File: config.mk
export PLATFORM = sky130hd
export DESIGN_NAME = axi4lite_slave_flat
export DESIGN_NICKNAME = d
export VERILOG_FILES = /design/src/rtl/axi4lite_slave_pkg.sv /design/src/rtl/axi4lite_slave_if.sv /design/src/rtl/axi4lite_slave_regfile.sv /design/src/rtl/axi4lite_slave.sv /design/src/flat_wrapper.sv
export SDC_FILE = /design/constraint.sdc
export NUM_CORES = 1
export LEC_CHECK = 0
export CAP_MARGIN = 0
export CORE_AREA = 5 5 233 235
export DETAILED_ROUTE_END_ITERATION = 7
export DIE_AREA = 0 0 238 240
export PLACE_DENSITY = 0.9
export SYNTH_ARGS = -nofsm -noshare
export SYNTH_HDL_FRONTEND = slang
export SYNTH_SLANG_ARGS = --single-unit
File: constraint.sdc
create_clock -name ACLK -period 5.75 [get_ports ACLK]
set_input_delay 1.15 -clock ACLK [delete_from_list [all_inputs] [get_ports ACLK]]
set_output_delay 1.15 -clock ACLK [all_outputs]
set_load 0.05 [all_outputs]
File: src/rtl/axi4lite_slave_pkg.sv
// Shared AXI4-Lite definitions: response codes and channel state encodings.
// Used by both the slave and the existing AXI4-Lite master.
package axi4lite_pkg;

   localparam logic [1:0] RESP_OKAY   = 2'b00;
   localparam logic [1:0] RESP_SLVERR = 2'b10;

   typedef enum logic [1:0] {
      WR_IDLE,
      WR_HAVE_ADDR,
      WR_HAVE_DATA,
      WR_RESP
   } wr_state_t;

   typedef enum logic {
      RD_IDLE,
      RD_DATA
   } rd_state_t;

   // Only word-aligned byte addresses map onto a register.
   function automatic logic [1:0] resp_for(input logic [1:0] addr_lsbs);
      return (addr_lsbs == 2'b00) ? RESP_OKAY : RESP_SLVERR;
   endfunction

endpackage

File: src/rtl/axi4lite_slave_if.sv
// AXI4-Lite bus bundle: the five channels between one master and one slave.
interface axi4lite_slave_if #(
   parameter int data_width    = 32,
   parameter int address_width = 6
) ();

   logic [address_width-1:0] AWADDR;
   logic                     AWVALID;
   logic                     AWREADY;
   logic [data_width-1:0]    WDATA;
   logic                     WVALID;
   logic                     WREADY;
   logic                     BVALID;
   logic [1:0]               BRESP;
   logic                     BREADY;
   logic [address_width-1:0] ARADDR;
   logic                     ARVALID;
   logic                     ARREADY;
   logic                     RVALID;
   logic [data_width-1:0]    RDATA;
   logic [1:0]               RRESP;
   logic                     RREADY;

   modport slave (
      input  AWADDR, AWVALID, WDATA, WVALID, BREADY, ARADDR, ARVALID, RREADY,
      output AWREADY, WREADY, BVALID, BRESP, ARREADY, RVALID, RDATA, RRESP
   );

   modport master (
      output AWADDR, AWVALID, WDATA, WVALID, BREADY, ARADDR, ARVALID, RREADY,
      input  AWREADY, WREADY, BVALID, BRESP, ARREADY, RVALID, RDATA, RRESP
   );

endinterface

File: src/rtl/axi4lite_slave_regfile.sv
// Register storage behind the slave: one write port, one combinational read
// port, and every register exported flat to the surrounding fabric.
module axi4lite_regfile #(
   parameter int data_width = 32,
   parameter int num_regs   = 16,
   localparam int idx_width = $clog2(num_regs)
) (
   input  logic                           clk,
   input  logic                           rst_n,
   input  logic                           we,
   input  logic [idx_width-1:0]           widx,
   input  logic [data_width-1:0]          wdata,
   input  logic [idx_width-1:0]           ridx,
   output logic [data_width-1:0]          rdata,
   output logic [num_regs*data_width-1:0] regs_o
);

   logic [data_width-1:0] regs [num_regs];

   always_ff @(posedge clk) begin
      // NOTE: these are software-visible control registers that must read 0
      // after reset, so the whole array is reset; a plain data RAM would not be.
      if (!rst_n) begin
         for (int k = 0; k < num_regs; k++) regs[k] <= '0;
      end else if (we) begin
         regs[widx] <= wdata;
      end
   end

   assign rdata = regs[ridx];

   for (genvar k = 0; k < num_regs; k++) begin : g_flat
      assign regs_o[k*data_width +: data_width] = regs[k];
   end

endmodule

File: src/rtl/axi4lite_slave.sv
// AXI4-Lite responder over a word-addressed register file; the write and read
// channels are served by independent state machines.
module axi4lite_slave
   import axi4lite_pkg::*;
#(
   parameter int data_width    = 32,
   parameter int address_width = 6,
   localparam int NUM_REGS     = 2 ** (address_width - 2),
   localparam int idx_width    = address_width - 2
) (
   input  logic                           ACLK,
   input  logic                           ARESET_N,
   axi4lite_slave_if.slave                bus,
   output logic [NUM_REGS*data_width-1:0] regs_o
);

   wr_state_t wr_state, wr_next;
   rd_state_t rd_state, rd_next;

   logic                     aw_ready, w_ready, b_valid;
   logic                     ar_ready, r_valid;
   logic                     aw_hs, w_hs, ar_hs;
   logic                     commit, we;
   logic [address_width-1:0] aw_addr_q, commit_addr;
   logic [data_width-1:0]    w_data_q, commit_data, reg_rdata, rdata_q;
   logic [1:0]               bresp_q, rresp_q;

   assign aw_hs = bus.AWVALID && aw_ready;
   assign w_hs  = bus.WVALID  && w_ready;
   assign ar_hs = bus.ARVALID && ar_ready;

   // ---------------- write channel ----------------
   always_ff @(posedge ACLK) begin
      // NOTE: every clocked process uses non-blocking assignments so all
      // state updates see the values from before the edge.
      if (!ARESET_N) wr_state <= WR_IDLE;
      else           wr_state <= wr_next;
   end

   always_comb begin
      // NOTE: defaults first, so no path through the case leaves a latch.
      wr_next = wr_state;
      commit  = 1'b0;
      unique case (wr_state)
         WR_IDLE: begin
            if (aw_hs && w_hs) begin
               commit  = 1'b1;
               wr_next = WR_RESP;
            end else if (aw_hs) begin
               wr_next = WR_HAVE_ADDR;
            end else if (w_hs) begin
               wr_next = WR_HAVE_DATA;
            end
         end
         WR_HAVE_ADDR: if (w_hs) begin
            commit  = 1'b1;
            wr_next = WR_RESP;
         end
         WR_HAVE_DATA: if (aw_hs) begin
            commit  = 1'b1;
            wr_next = WR_RESP;
         end
         WR_RESP: if (bus.BREADY) wr_next = WR_IDLE;
         default: wr_next = WR_IDLE;
      endcase
   end

   always_comb begin
      aw_ready = 1'b0;
      w_ready  = 1'b0;
      b_valid  = 1'b0;
      unique case (wr_state)
         WR_IDLE:      begin aw_ready = 1'b1; w_ready = 1'b1; end
         WR_HAVE_ADDR: w_ready  = 1'b1;
         WR_HAVE_DATA: aw_ready = 1'b1;
         WR_RESP:      b_valid  = 1'b1;
         default:      b_valid  = 1'b0;
      endcase
   end

   // Commit uses whichever half was held plus the half arriving this edge.
   assign commit_addr = (wr_state == WR_HAVE_ADDR) ? aw_addr_q : bus.AWADDR;
   assign commit_data = (wr_state == WR_HAVE_DATA) ? w_data_q  : bus.WDATA;
   assign we          = commit && (commit_addr[1:0] == 2'b00);

   always_ff @(posedge ACLK) begin
      if (!ARESET_N) begin
         aw_addr_q <= '0;
         w_data_q  <= '0;
         bresp_q   <= RESP_OKAY;
      end else begin
         if (aw_hs)  aw_addr_q <= bus.AWADDR;
         if (w_hs)   w_data_q  <= bus.WDATA;
         if (commit) bresp_q   <= resp_for(commit_addr[1:0]);
      end
   end

   // ---------------- read channel ----------------
   always_ff @(posedge ACLK) begin
      if (!ARESET_N) rd_state <= RD_IDLE;
      else           rd_state <= rd_next;
   end

   always_comb begin
      rd_next = rd_state;
      unique case (rd_state)
         RD_IDLE: if (ar_hs)      rd_next = RD_DATA;
         RD_DATA: if (bus.RREADY) rd_next = RD_IDLE;
         default: rd_next = RD_IDLE;
      endcase
   end

   always_comb begin
      ar_ready = (rd_state == RD_IDLE);
      r_valid  = (rd_state == RD_DATA);
   end

   // The register file is read before this edge's write lands, so a read and
   // write to the same word on one edge return the old contents.
   always_ff @(posedge ACLK) begin
      if (!ARESET_N) begin
         rdata_q <= '0;
         rresp_q <= RESP_OKAY;
      end else if (ar_hs) begin
         rdata_q <= (bus.ARADDR[1:0] == 2'b00) ? reg_rdata : '0;
         rresp_q <= resp_for(bus.ARADDR[1:0]);
      end
   end

   axi4lite_regfile #(
      .data_width (data_width),
      .num_regs   (NUM_REGS)
   ) u_regfile (
      .clk    (ACLK),
      .rst_n  (ARESET_N),
      .we     (we),
      .widx   (commit_addr[address_width-1:2]),
      .wdata  (commit_data),
      .ridx   (bus.ARADDR[address_width-1:2]),
      .rdata  (reg_rdata),
      .regs_o (regs_o)
   );

   assign bus.AWREADY = aw_ready;
   assign bus.WREADY  = w_ready;
   assign bus.BVALID  = b_valid;
   assign bus.BRESP   = bresp_q;
   assign bus.ARREADY = ar_ready;
   assign bus.RVALID  = r_valid;
   assign bus.RDATA   = rdata_q;
   assign bus.RRESP   = rresp_q;

endmodule

File: src/flat_wrapper.sv
// flat-port wrapper written by rule: the top's interface ports become plain ports
module axi4lite_slave_flat import axi4lite_pkg::*;
#(
   parameter int data_width    = 32,
   parameter int address_width = 6,
   localparam int NUM_REGS     = 2 ** (address_width - 2),
   localparam int idx_width    = address_width - 2
)
  (ACLK, ARESET_N, regs_o, bus_AWADDR, bus_AWVALID, bus_WDATA, bus_WVALID, bus_BREADY, bus_ARADDR, bus_ARVALID, bus_RREADY, bus_AWREADY, bus_WREADY, bus_BVALID, bus_BRESP, bus_ARREADY, bus_RVALID, bus_RDATA, bus_RRESP);
  axi4lite_slave_if #(.data_width(data_width), .address_width(address_width)) bus_i ();
  input  logic ACLK;
  input  logic ARESET_N;
  output logic [NUM_REGS*data_width-1:0] regs_o;
  input wire logic [$bits(bus_i.AWADDR)-1:0] bus_AWADDR;
  input wire logic [$bits(bus_i.AWVALID)-1:0] bus_AWVALID;
  input wire logic [$bits(bus_i.WDATA)-1:0] bus_WDATA;
  input wire logic [$bits(bus_i.WVALID)-1:0] bus_WVALID;
  input wire logic [$bits(bus_i.BREADY)-1:0] bus_BREADY;
  input wire logic [$bits(bus_i.ARADDR)-1:0] bus_ARADDR;
  input wire logic [$bits(bus_i.ARVALID)-1:0] bus_ARVALID;
  input wire logic [$bits(bus_i.RREADY)-1:0] bus_RREADY;
  output wire logic [$bits(bus_i.AWREADY)-1:0] bus_AWREADY;
  output wire logic [$bits(bus_i.WREADY)-1:0] bus_WREADY;
  output wire logic [$bits(bus_i.BVALID)-1:0] bus_BVALID;
  output wire logic [$bits(bus_i.BRESP)-1:0] bus_BRESP;
  output wire logic [$bits(bus_i.ARREADY)-1:0] bus_ARREADY;
  output wire logic [$bits(bus_i.RVALID)-1:0] bus_RVALID;
  output wire logic [$bits(bus_i.RDATA)-1:0] bus_RDATA;
  output wire logic [$bits(bus_i.RRESP)-1:0] bus_RRESP;
  assign bus_i.AWADDR = bus_AWADDR;
  assign bus_i.AWVALID = bus_AWVALID;
  assign bus_i.WDATA = bus_WDATA;
  assign bus_i.WVALID = bus_WVALID;
  assign bus_i.BREADY = bus_BREADY;
  assign bus_i.ARADDR = bus_ARADDR;
  assign bus_i.ARVALID = bus_ARVALID;
  assign bus_i.RREADY = bus_RREADY;
  assign bus_AWREADY = bus_i.AWREADY;
  assign bus_WREADY = bus_i.WREADY;
  assign bus_BVALID = bus_i.BVALID;
  assign bus_BRESP = bus_i.BRESP;
  assign bus_ARREADY = bus_i.ARREADY;
  assign bus_RVALID = bus_i.RVALID;
  assign bus_RDATA = bus_i.RDATA;
  assign bus_RRESP = bus_i.RRESP;
  axi4lite_slave #(.data_width(data_width), .address_width(address_width)) u_core (.ACLK(ACLK), .ARESET_N(ARESET_N), .bus(bus_i), .regs_o(regs_o));
endmodule
Word-level counts from Yosys, hierarchy flattened
Memory sizes are Yosys's and may differ from the RTL's.
Cells that the tools add are included.
- bits in registers: 77
- bits in writable memories: 512
- input port bits: 51
- memories: 1
- memories (name ; depth ; width ; rd ports ; clocked after Yosys merged registers in ; write ports ; line ; text):
    u_core.u_regfile.regs ; 16 ; 32 ; 17 ; 0 ; 16 ; axi4lite_slave_regfile.sv:18 ; logic [data_width-1:0] regs [num_regs];
- equal/unequal tests: 7
- mux-type cells: 29
- bitwise gates (word level): 1
- reduce and logical (&&, ||, !) cells: 12
- operator list (operator ; count):
    32-bit two-way mux ; 3
    32-bit OR reduction ; 1
    2-bit two-way mux ; 8
    1-bit two-way mux ; 13
    2-bit one-hot mux with 4 select lines ; 1
    2-bit logical NOT ; 3
    6-bit two-way mux ; 1
    1-bit logical AND ; 5
    2-bit equality test, second input constant ; 2
    4-bit two-way mux ; 1
    2-bit by 1-bit inequality test with 1-bit output, second input constant ; 2
    4-bit by 1-bit inequality test with 1-bit output, second input constant ; 1
    4-bit AND reduction ; 1
    2-bit OR reduction ; 2
    1-bit one-hot mux with 3 select lines ; 1
    2-bit by 1-bit equality test with 1-bit output, second input constant ; 1
    2-bit inequality test, second input constant ; 1
    1-bit one-hot mux with 2 select lines ; 1
    1-bit NOT ; 1

Depth between registers and ports, before layout
- word-level depth: 13
- gate-level depth with buffers: 10

By module
From an unflattened synthesis, not the netlist that was laid out.
- cells, all modules: 1772
- area, all modules: 26213.9 µm²
- modules (own cells, without submodules) (module ; times used ; cells an instance ; area each (µm²) ; seq. area each (µm²)):
    axi4lite_regfile ; 1 ; 1416 ; 22838.2 ; 15374.7
    axi4lite_slave ; 1 ; 356 ; 3375.7 ; 1501.4

Least setup slack after synthesis
No wires, ideal clock.
- kind: in2reg
- from: input bus_AWADDR[0]
- to: memory u_core.u_regfile.regs[2][0] (enable)
- data arrival time: 2.969 ns
- data required time: 5.361 ns
- setup slack: 2.391 ns
- cell stages on the path: 6
- buffers on the path: 2
- path through: nor3_1 o21a_4 buf_6 nand4_4 buf_6 nand2_1
- RTL lines (what ; line ; text):
    start: declaration ; flat_wrapper.sv:14 ; input wire logic [$bits(bus_i.AWADDR)-1:0] bus_AWADDR;
    end: declaration ; axi4lite_slave_regfile.sv:18 ;

Final worst setup path
- from: register u_core.wr_state[0]
- to: output bus_AWREADY
- longest elaborated chain between the ends: 3
- elaborated cells between the ends (all ways): 4
- ends and longest elaborated chain (what ; line ; text):
    start: declaration ; axi4lite_slave.sv:17 ; wr_state_t wr_state, wr_next;
    start signal: assignment ; axi4lite_slave.sv:37 ; else wr_state <= wr_next;
    2-bit equality test / 2-bit logical NOT (equally long branches) ; axi4lite_slave.sv:72 ; unique case (wr_state)
    2-bit OR reduction (no line) (*) ; -- ;
    1-bit two-way mux (*) ; axi4lite_slave.sv:72 ;
    end: declaration ; flat_wrapper.sv:22 ; output wire logic [$bits(bus_i.AWREADY)-1:0] bus_AWREADY;
Every way passes the cells marked *; elsewhere a longest branch is shown, timed or not.

==> metrics <==
Vias/cell just over 6; Mean Syn Cell Area ~14 um^2; worst r2r src u_core.wr_state[1]; min cycle time layout just over 4 ns; Cell Pwr Density between 300 and 400 nW/um^2; Core Rows 84; Gate Count Post-Synth 1829; Initial Utilization 50.0%; Synth top area share approximately three fifths; Psw 0.00380 W; initial drt markers 2725; CTS tree yes; Reg power frac 44.2%; Clock Tree Root clkbuf_16; Hold Violations, Final 0; maximum vdd ir drop 0.000381 V; top cells by area, synth edfxtp_1 (59%), mux4_2 (8.3%), nor2_1 (6.0%), dfxtp_1 (5.8%), mux2i_1 (5.2%); internal power 0.00762 W; outcome finished, final reports clean; H-tree levels 2; share of the yosys chip area belonging to registers 64.8%; DIE AREA 57100 um^2; FF+latch count, synth approximately 600; area delta synth->final 31.3%; CP cell instances inv_1 > ha_2 > buf_4 > or2_2 > clkdlybuf4s50_1; most common cell in the netlist edfxtp_1; Netlist cell types 49; Finished Cell Area between 30000 and 40000 um^2; Post-synth ARST share 0%; Critical Path Sink Type primary output; dpl cell area 32400 um^2; total gr overflow 0; Post-synth top cells edfxtp_1 (512), nor2_1 (416), mux2i_1 (135); placed insts 3023; post_cts resized 0; P_leak 12.0 nW; vias in the first global route 18600; Routed Antenna Nets 0; Slew headroom between 10% and 20%; Place WS 1.52 ns; Via Count 19100; WL final 96200 um; layout cells sized above 1 17.5%; max-slew violations 0; Worst Path Class, Setup register to primary output; setup tns final 0 ns; clk sinks roughly 590; combinational share of power 24.8%; max-cap violations 0; Yosys warning count 0; PortBufs 601; drt pass-1 iters 6; global-route wire length before repair 134000 um; Finish-stage setup viols 0; CP startpoint u_core.wr_state[0]; antenna cells 0; initial antenna violation count 5; ys flop type edfxtp_1; Hold Crit Class register to register; achievable frequency 247 MHz; worst path required time approximately 4.6 ns; r2r endpoint u_core.u_regfile.regs[3][31]; Clock Tree Buf Depth 3; share of the clock period used by the worst path 70.5%; skew final roughly 0.032 ns; R2R depth 7; GP Congestion 0.953; largest net degree at the start of global routing 82; Crit path arrival time 2.90 ns; area of the mapped netlist between 20000 and 30000 um^2; hold_buf cts 0; detailed placement HPWL 71300 um; CTS buffer count 57; NumNets Final 2450; Worst Max-Slew Pin Slew 1.27 ns; clock transition at the registers of the reported paths about 0.06 ns; clock power share 31.0%; Crit-path slowest cell clkdlybuf4s50_1; highest cell delay on the worst timing path 0.80 ns; R2R Setup Slk 2.03 ns; Power, Total ~0.011 W; RSZ-0062 raised after global routing false; post-synth top area cell edfxtp_1; chip width 238 um; DR DRC count 0; Sw Ratio about a third; Layout Cells excl Fill 3130; setup bufs post-CTS 0; Core ar. roughly 52000 um^2; PnR worst setup slack about 1.7 ns; CP startpoint kind register; Wirelength per Cell a little over 30 um; largest fanout on the critical path 35; EDFF count, synth 512; die height approximately 240 um; I/O Pins between 600 and 700; All-Layer GR Usage 32.4%; worst setup path end bus_AWREADY; clock latency on the worst-skew pair 0.62 ns
routing by layer:
| layer | part of all wire [%] | track usage, % | vias up |
|---|---|---|---|
| met2 | 49 | 54.0 | 1551 |
| li1 | - | - | 7813 |
| met5 | 0.064 | 0 | - |
| met4 | 4.9 | 13.0 | 10 |
| met1 | 34 | 41.3 | 9491 |
| met3 | 12 | 7.82 | 279 |
logic make-up (layout without fill, tap and decap cells):
family | Yosys count | in the layout | synth area share [%]
simple gates | 681 | 681 | 12.7
flops | 587 | 587 | 64.8
mux | 231 | 231 | 13.5
buf+inv | 165 | 777 | 4.12
compound gates | 159 | 159 | 4.57
fa+ha+maj | 5 | 5 | 0.240
other cells | 1 | 2 | 0.0144
placed cells by master, fill, tap and decap left out, types with 3 or more instances in the layout:
| master | n |
|---|---|
| nor2_2 | 107 |
| clkinv_1 | 15 |
| ha_1 | 4 |
| a22oi_2 | 11 |
| a21oi_1 | 35 |
| nand2_1 | 68 |
| nand2_2 | 12 |
| nand3b_1 | 6 |
| nand3_1 | 3 |
| clkbuf_1 | 12 |
| dfxtp_1 | 75 |
| a22oi_4 | 4 |
| edfxtp_1 | 512 |
| a32oi_1 | 32 |
| inv_1 | 4 |
| mux4_2 | 96 |
| mux2i_2 | 13 |
| clkdlybuf4s50_1 | 598 |
| nand2b_1 | 32 |
| clkbuf_16 | 59 |
| buf_4 | 64 |
| clkinv_2 | 14 |
| mux2i_1 | 122 |
| a22oi_1 | 33 |
| clkinvlp_4 | 3 |
| or3b_4 | 6 |
| nor2_1 | 414 |
| o21ai_0 | 32 |
| nand4_4 | 15 |
worst min path at each step:
stage	from	to	slack, ns	cells after the start
floorplan	u_core.w_data_q[0]	u_core.w_data_q[0]	0.44	2
global placement	u_core.w_data_q[10]	u_core.w_data_q[10]	0.44	2
detailed placement	u_core.w_data_q[26]	u_core.w_data_q[26]	0.45	2
CTS	u_core.w_data_q[26]	u_core.w_data_q[26]	0.46	2
global route	u_core.w_data_q[6]	u_core.w_data_q[6]	0.47	2
finish	u_core.w_data_q[6]	u_core.w_data_q[6]	0.45	2
state kept, by name, summed over array words and instances, names as in the netlist:
| register | flops |
|---|---|
| u_core.bus.RDATA | 32 |
| u_core.bus.RRESP | 1 |
| u_core.w_data_q | 32 |
| u_core.bus.RVALID | 1 |
| u_core.aw_addr_q | 6 |
| u_core.bus.BRESP | 1 |
| u_core.u_regfile.regs | 512 |
| u_core.wr_state | 2 |
critical path: cells and delay by family (launching register included):
kind	cells	cell delay, ns
buf+inv	3	1.50
flops	1	0.35
simple gates	1	0.23
fa+ha+maj	1	0.22
through the flow:
step	utilization, %	hold slack, ns
after global routing	65.7	0.475
final	65.7	0.454
after global placement	62.4	0.441
after CTS	65.7	0.456
after detailed placement	62.4	0.448
after floorplan	-	0.436
power by group through the flow:
| stage | Sequential (W) | Clock (W) | Combinational [W] |
|---|---|---|---|
| after floorplan | 0.00560 | 0 | 0.00127 |
| after global placement | 0.00512 | 0 | 0.00272 |
| after detailed placement | 0.00513 | 0 | 0.00278 |
| after CTS | 0.00504 | 0.00355 | 0.00279 |
| after global routing | 0.00506 | 0.00371 | 0.00292 |
| final | 0.00505 | 0.00354 | 0.00283 |
cell type report:
cell class / count / area (um^2)
multi-input cells: 1078 / 8190
flip-flops and latches: 587 / 16900
repair buffers: 664 / 6490
clock buffers: 73 / 1550
inverters: 6 / 22.5
clock inverters: 34 / 198
well taps: 688 / 861
fillers: 3692 / 17800
(Power assumes the default switching activity.)
